[config.mk]
export PLATFORM = sky130hd
export DESIGN_NAME = vx_raster_qe_sched
export DESIGN_NICKNAME = d
export VERILOG_FILES = /design/src/rtl/vx_raster_qe_sched.sv
export SDC_FILE = /design/constraint.sdc
export NUM_CORES = 2
export LEC_CHECK = 0
export CORE_AREA = 4 4 688 690
export DETAILED_ROUTE_END_ITERATION = 12
export DIE_AREA = 0 0 692 694
export HOLD_SLACK_MARGIN = 0.02
export PLACE_DENSITY_LB_ADDON = 0.08
export SLEW_MARGIN = 20
export SYNTH_ARGS = -nofsm -noshare
export SYNTH_HDL_FRONTEND = slang
export SYNTH_SLANG_ARGS = --single-unit
[constraint.sdc]
create_clock -name clk -period 27.3 [get_ports clk]
set_input_delay 5.46 -clock clk [delete_from_list [all_inputs] [get_ports clk]]
set_output_delay 5.46 -clock clk [all_outputs]
set_load 0.1 [all_outputs]
[src/rtl/vx_raster_qe_sched.sv]
// vx_raster_qe_sched: walks one block's quads in raster order through a 1-stage QE, dropping all-miss batches.
module vx_raster_qe_sched #(
  parameter string INSTANCE_ID   = "",
  parameter int    NUM_QUADS     = 4,
  parameter int    BLOCK_LOGSIZE = 3,
  parameter int    PID_BITS      = 16,
  parameter int    DIM_BITS      = 16,
  parameter int    DATA_BITS     = 32
) (
  input  logic                                              clk,
  input  logic                                              reset,
  input  logic                                              valid_in,
  output logic                                              ready_in,
  input  logic [PID_BITS-1:0]                               pid_in,
  input  logic [DIM_BITS-1:0]                               xloc_in,
  input  logic [DIM_BITS-1:0]                               yloc_in,
  input  logic [DIM_BITS-1:0]                               xmin_in,
  input  logic [DIM_BITS-1:0]                               xmax_in,
  input  logic [DIM_BITS-1:0]                               ymin_in,
  input  logic [DIM_BITS-1:0]                               ymax_in,
  input  logic [2:0][2:0][DATA_BITS-1:0]                    edges_in,
  output logic                                              qe_enable,
  output logic                                              qe_valid,
  output logic [PID_BITS-1:0]                               qe_pid,
  output logic [NUM_QUADS-1:0][DIM_BITS-1:0]                qe_xloc,
  output logic [NUM_QUADS-1:0][DIM_BITS-1:0]                qe_yloc,
  output logic [DIM_BITS-1:0]                               qe_xmin,
  output logic [DIM_BITS-1:0]                               qe_xmax,
  output logic [DIM_BITS-1:0]                               qe_ymin,
  output logic [DIM_BITS-1:0]                               qe_ymax,
  output logic [NUM_QUADS-1:0][2:0][2:0][DATA_BITS-1:0]     qe_edges,
  input  logic                                              qe_valid_out,
  input  logic [NUM_QUADS-1:0]                              qe_overlap,
  output logic                                              valid_out,
  input  logic                                              ready_out,
  output logic                                              block_done
);
  localparam int QS  = 1 << (BLOCK_LOGSIZE - 1);
  localparam int QPB = QS * QS;
  localparam int NB  = QPB / NUM_QUADS;
  localparam int BW  = NB > 1 ? $clog2(NB) : 1;
  localparam logic [BW-1:0] LAST = BW'(NB - 1);

  typedef enum logic {IDLE, WALK} state_t;
  state_t r_state, w_next;
  logic [BW-1:0]                  r_batch;
  logic                           r_last;
  logic [PID_BITS-1:0]            r_pid;
  logic [DIM_BITS-1:0]            r_x0, r_y0, r_xmin, r_xmax, r_ymin, r_ymax;
  logic [2:0][2:0][DATA_BITS-1:0] r_edges;
  logic [NUM_QUADS-1:0][DIM_BITS-1:0] w_dx, w_dy;
  logic w_accept, w_last_batch;

  assign w_accept     = valid_in && ready_in;
  assign w_last_batch = r_batch == LAST;

  always_ff @(posedge clk)
    if (reset) r_state <= IDLE;
    else       r_state <= w_next;

  always_comb begin
    w_next = r_state;
    if (r_state == IDLE) w_next = valid_in ? WALK : IDLE;
    else                 w_next = (qe_enable && w_last_batch) ? IDLE : WALK;
  end

  always_comb begin
    ready_in   = !reset && r_state == IDLE;
    qe_valid   = r_state == WALK;
    valid_out  = qe_valid_out && |qe_overlap;
    qe_enable  = !(valid_out && !ready_out);
    block_done = qe_valid_out && r_last && qe_enable;
  end

  // last_q moves in lockstep with the QE stage so block_done lines up with its output
  always_ff @(posedge clk)
    if (reset) begin
      r_batch <= '0;
      r_last  <= 1'b0;
    end else begin
      if (w_accept) r_batch <= '0;
      else if (r_state == WALK && qe_enable) r_batch <= w_last_batch ? '0 : r_batch + 1'b1;
      if (qe_enable) r_last <= r_state == WALK && w_last_batch;
    end

  always_ff @(posedge clk)
    if (w_accept) begin
      r_pid   <= pid_in;
      r_x0    <= xloc_in;
      r_y0    <= yloc_in;
      r_xmin  <= xmin_in;
      r_xmax  <= xmax_in;
      r_ymin  <= ymin_in;
      r_ymax  <= ymax_in;
      r_edges <= edges_in;
    end

  assign qe_pid  = r_pid;
  assign qe_xmin = r_xmin;
  assign qe_xmax = r_xmax;
  assign qe_ymin = r_ymin;
  assign qe_ymax = r_ymax;

  for (genvar q = 0; q < NUM_QUADS; q++) begin : g_quad
    assign w_dx[q]    = DIM_BITS'(2 * ((int'(r_batch) * NUM_QUADS + q) % QS));
    assign w_dy[q]    = DIM_BITS'(2 * ((int'(r_batch) * NUM_QUADS + q) / QS));
    assign qe_xloc[q] = r_x0 + w_dx[q];
    assign qe_yloc[q] = r_y0 + w_dy[q];
    for (genvar k = 0; k < 3; k++) begin : g_edge
      assign qe_edges[q][k][0] = r_edges[k][0];
      assign qe_edges[q][k][1] = r_edges[k][1];
      assign qe_edges[q][k][2] = r_edges[k][2] + r_edges[k][0] * DATA_BITS'(w_dx[q])
                                               + r_edges[k][1] * DATA_BITS'(w_dy[q]);
    end
  end
endmodule

==> impl_metrics.toml <==
[outcome]
status = "finished, final reports clean"

[worst_setup_path]
cp_common_cell = "inv_1"
max_stage_delay_ns = 1.22
critPathMaxFanout = 36
cp-start-kind = "flip-flop"
end_kind = "primary output"
worstPathArrival_ns = 10.15
path_class = "flip-flop to primary output"
critPathSlowestCell = "clkdlybuf4s50_1"
required_ns = 21.84

[power_and_ir_drop]
p_leak_uw = 0.0363
switching_share_pct = 61.4
power_frac_seq_pct = 13.4
pwr-share-clk_pct = 17.3
p_per_area_nw_per_um2 = 69.6
internal_power_uw = 2210
peakVddDrop_mv = 0.0552
power_switching_uw = 3510
p_comb_share_pct = 69.3

[routing]
postRouteAntennaNets = 0
firstDrtPassIters = 5
vias_per_cell = 3.56
avgRoutedWirePerCell_um = 22.6
drtIter0Drc = 2321
drt_wl_total_um = 315000
drcViolationCount = 0
vias = 49800

[placed_design]
io_buffers = 1773
place_congestion = 0.803
place_area_um2 = 79700
hpwl_um = 278000
dp_slack_ns = 12.40

[layout]
fin_area_um2 = 82200
drive_gt1_share_pct = 3.88
n_fill_cell = 52200
area_delta_synth_final_pct = 35.1
layout.nets = 9345

[global_routing]
grt_use_total_pct = 12.6
grt_pass1_wl_um = 429000
grt_start_max_net_pins = 70
overflow = 0
antenna_found_initial = 69
grt_pass1_vias = 53100

[synthesis]
synthesis.nets = 8354
synth_warnings = 0
synth_seq_cells = 404
synthFlopType = "edfxtp_1"
synth_area_um2 = 60800
synth_cell_types = 78
syn_inst = 6715
async_flop_share_pct = 0
synthTopCellsByCount = "905 x inv_1, 862 x ha_1, 839 x buf_4"
synth_top_area_cell = "edfxtp_1"
yosysTopAreaCellShare_pct = 19.8
synth.most_common_cell = "inv_1"
synth-edff-count = 400
yosys-top-cells-area = "edfxtp_1 20%, ha_1 18%, fa_1 12%"
synth_area_per_cell_um2 = 9.05
ys_seq_area_share_pct = 19.9

[cts]
clock_insertion_delay_worst_skew_ns = 0.83
clockBufferDepth = 4
ctsHoldBuffers = 0
root_buffer = "clkbuf_16"
cts_num_sinks = 404
postCtsResizedCells = 0
clk_pin_slew_ns = 0.05
cts_setup_buffers = 0
cts_inserted_buffers = 78
cts_htree_levels = 3
cts_tree = "done"

[timing]
hold_viol = 0
fin_hold_ws_ns = 0.476
max_freq_mhz = 64.0
period_share_pct = 57.2
relSlewSlack_pct = 19.1
rsz0062_at_grt = "no"
setup_tns_ns = 0
worst_slack_ns = 11.69
slew_viol_final = 0
finalCriticalPeriod_ns = 15.61
tightest_slew_ns = 1.21
fin_skew_ns = 0.102
finalSetupViolations = 0

[flow_run]
cap_violations = 0

[floorplanning]
core_area_um2 = 467000
num_rows = 251
die-area_um2 = 480000
die_h_um = 694
initial_utilization_pct = 13.0
chipWidth_um = 692
io_pins = 1774

[worst_hold_path]
worstHoldPathType = "flip-flop to flip-flop"
==> worst paths after layout <==
| check | startpoint | to | slack [ns] | cells after the start |
|---|---|---|---|---|
| max | r_batch[0] | qe_edges[767] | 11.69 | 29 |
| min | r_last | r_last | 0.48 | 2 |
| max reg2reg | qe_valid | qe_xmax[14] | 22.41 | 6 |
| min reg2reg | r_last | r_last | 0.48 | 2 |
==> state kept, by name, indices dropped and copies added (netlist names) <==
name and count:
r_batch 2, qe_ymin 16, qe_xmin 16, r_x0 16, qe_valid 1, qe_pid 16, qe_ymax 16, r_edges 96
r_last 1, qe_edges 192, qe_xmax 16, r_y0 16
==> cell families after synthesis <==
logic type / synth area share [%]
simple gates: 10.9
fa+ha+maj: 29.9
xor+xnor: 8.79
flops: 19.9
mux: 0.167
compound gates: 14.1
buf+inv: 16.2
==> area by class of cell <==
| cell class | instances | area [um^2] | share of cell area, % |
|---|---|---|---|
| diodes | 20 | 50.0 | 0.0609 |
| clock buffers | 89 | 1990 | 2.43 |
| clock inverters | 45 | 410 | 0.499 |
| inverters | 905 | 3400 | 4.13 |
| multi-input cells | 4522 | 38800 | 47.3 |
| flip-flops and latches | 404 | 12100 | 14.7 |
| well taps | 6198 | 7750 | 9.44 |
| repair buffers | 1795 | 17600 | 21.4 |
==> per-layer routing <==
layer	routed length, um	GRT usage [%]	part of all wire (%)
met1	126000	14.3	40
met2	170000	24.5	54
met3	13900	2.17	4.4
met4	5750	2.18	1.8
met5	62	0	0.020
==> critical path, delay by kind of cell (launching register included) <==
family                     cells  cell delay (ns)
DFF                            1             0.57
adders and majority gates      6             2.16
and+or+nand+nor                5             0.70
xor gates and xnor gates       2             0.72
buffers and inverters          7             2.12
AOI/OAI and AO/OA              9             3.02
==> through the flow <==
stage | power [uW] | util, % | instances
floorplan | 3680 | - | 6715
global placement | 4850 | 17.1 | 13800
detailed placement | 4820 | 17.1 | 13800
CTS | 5900 | 17.6 | 14000
global route | 6010 | 17.6 | 14000
finish | 5720 | 17.6 | 14000
==> power groups by stage <==
stage               Clock [uW]  Combinational [uW]  Sequential, uW
finish                     988                3970             767
global route              1070                4160             774
CTS                       1070                4060             773
detailed placement           0                4040             785
global placement             0                4060             785
floorplan                    0                2880             793
==> cells in the final DEF (no fill, tap or decap), types with 62 or more instances in the layout <==
| cell | synthesis | final |
|---|---|---|
| nor2b_1 | 69 | 69 |
| inv_1 | 905 | 905 |
| a21o_1 | 169 | 169 |
| and2_1 | 143 | 142 |
| o21ai_0 | 242 | 242 |
| a21oi_1 | 401 | 401 |
| nor2_1 | 331 | 331 |
| o21a_1 | 85 | 85 |
| and3_1 | 62 | 62 |
| clkdlybuf4s50_1 | 0 | 1665 |
| nor3_1 | 95 | 95 |
| nand3_1 | 92 | 92 |
| fa_1 | 368 | 368 |
| edfxtp_1 | 400 | 400 |
| a31oi_1 | 72 | 72 |
| nand2_1 | 321 | 321 |
| buf_4 | 839 | 120 |
| o21bai_1 | 70 | 70 |
| ha_1 | 862 | 862 |
| xnor2_1 | 425 | 425 |
| clkbuf_16 | 0 | 78 |
| nand2b_1 | 73 | 73 |
| xor2_1 | 175 | 175 |
No activity file was read; power rests on OpenSTA's default activity.
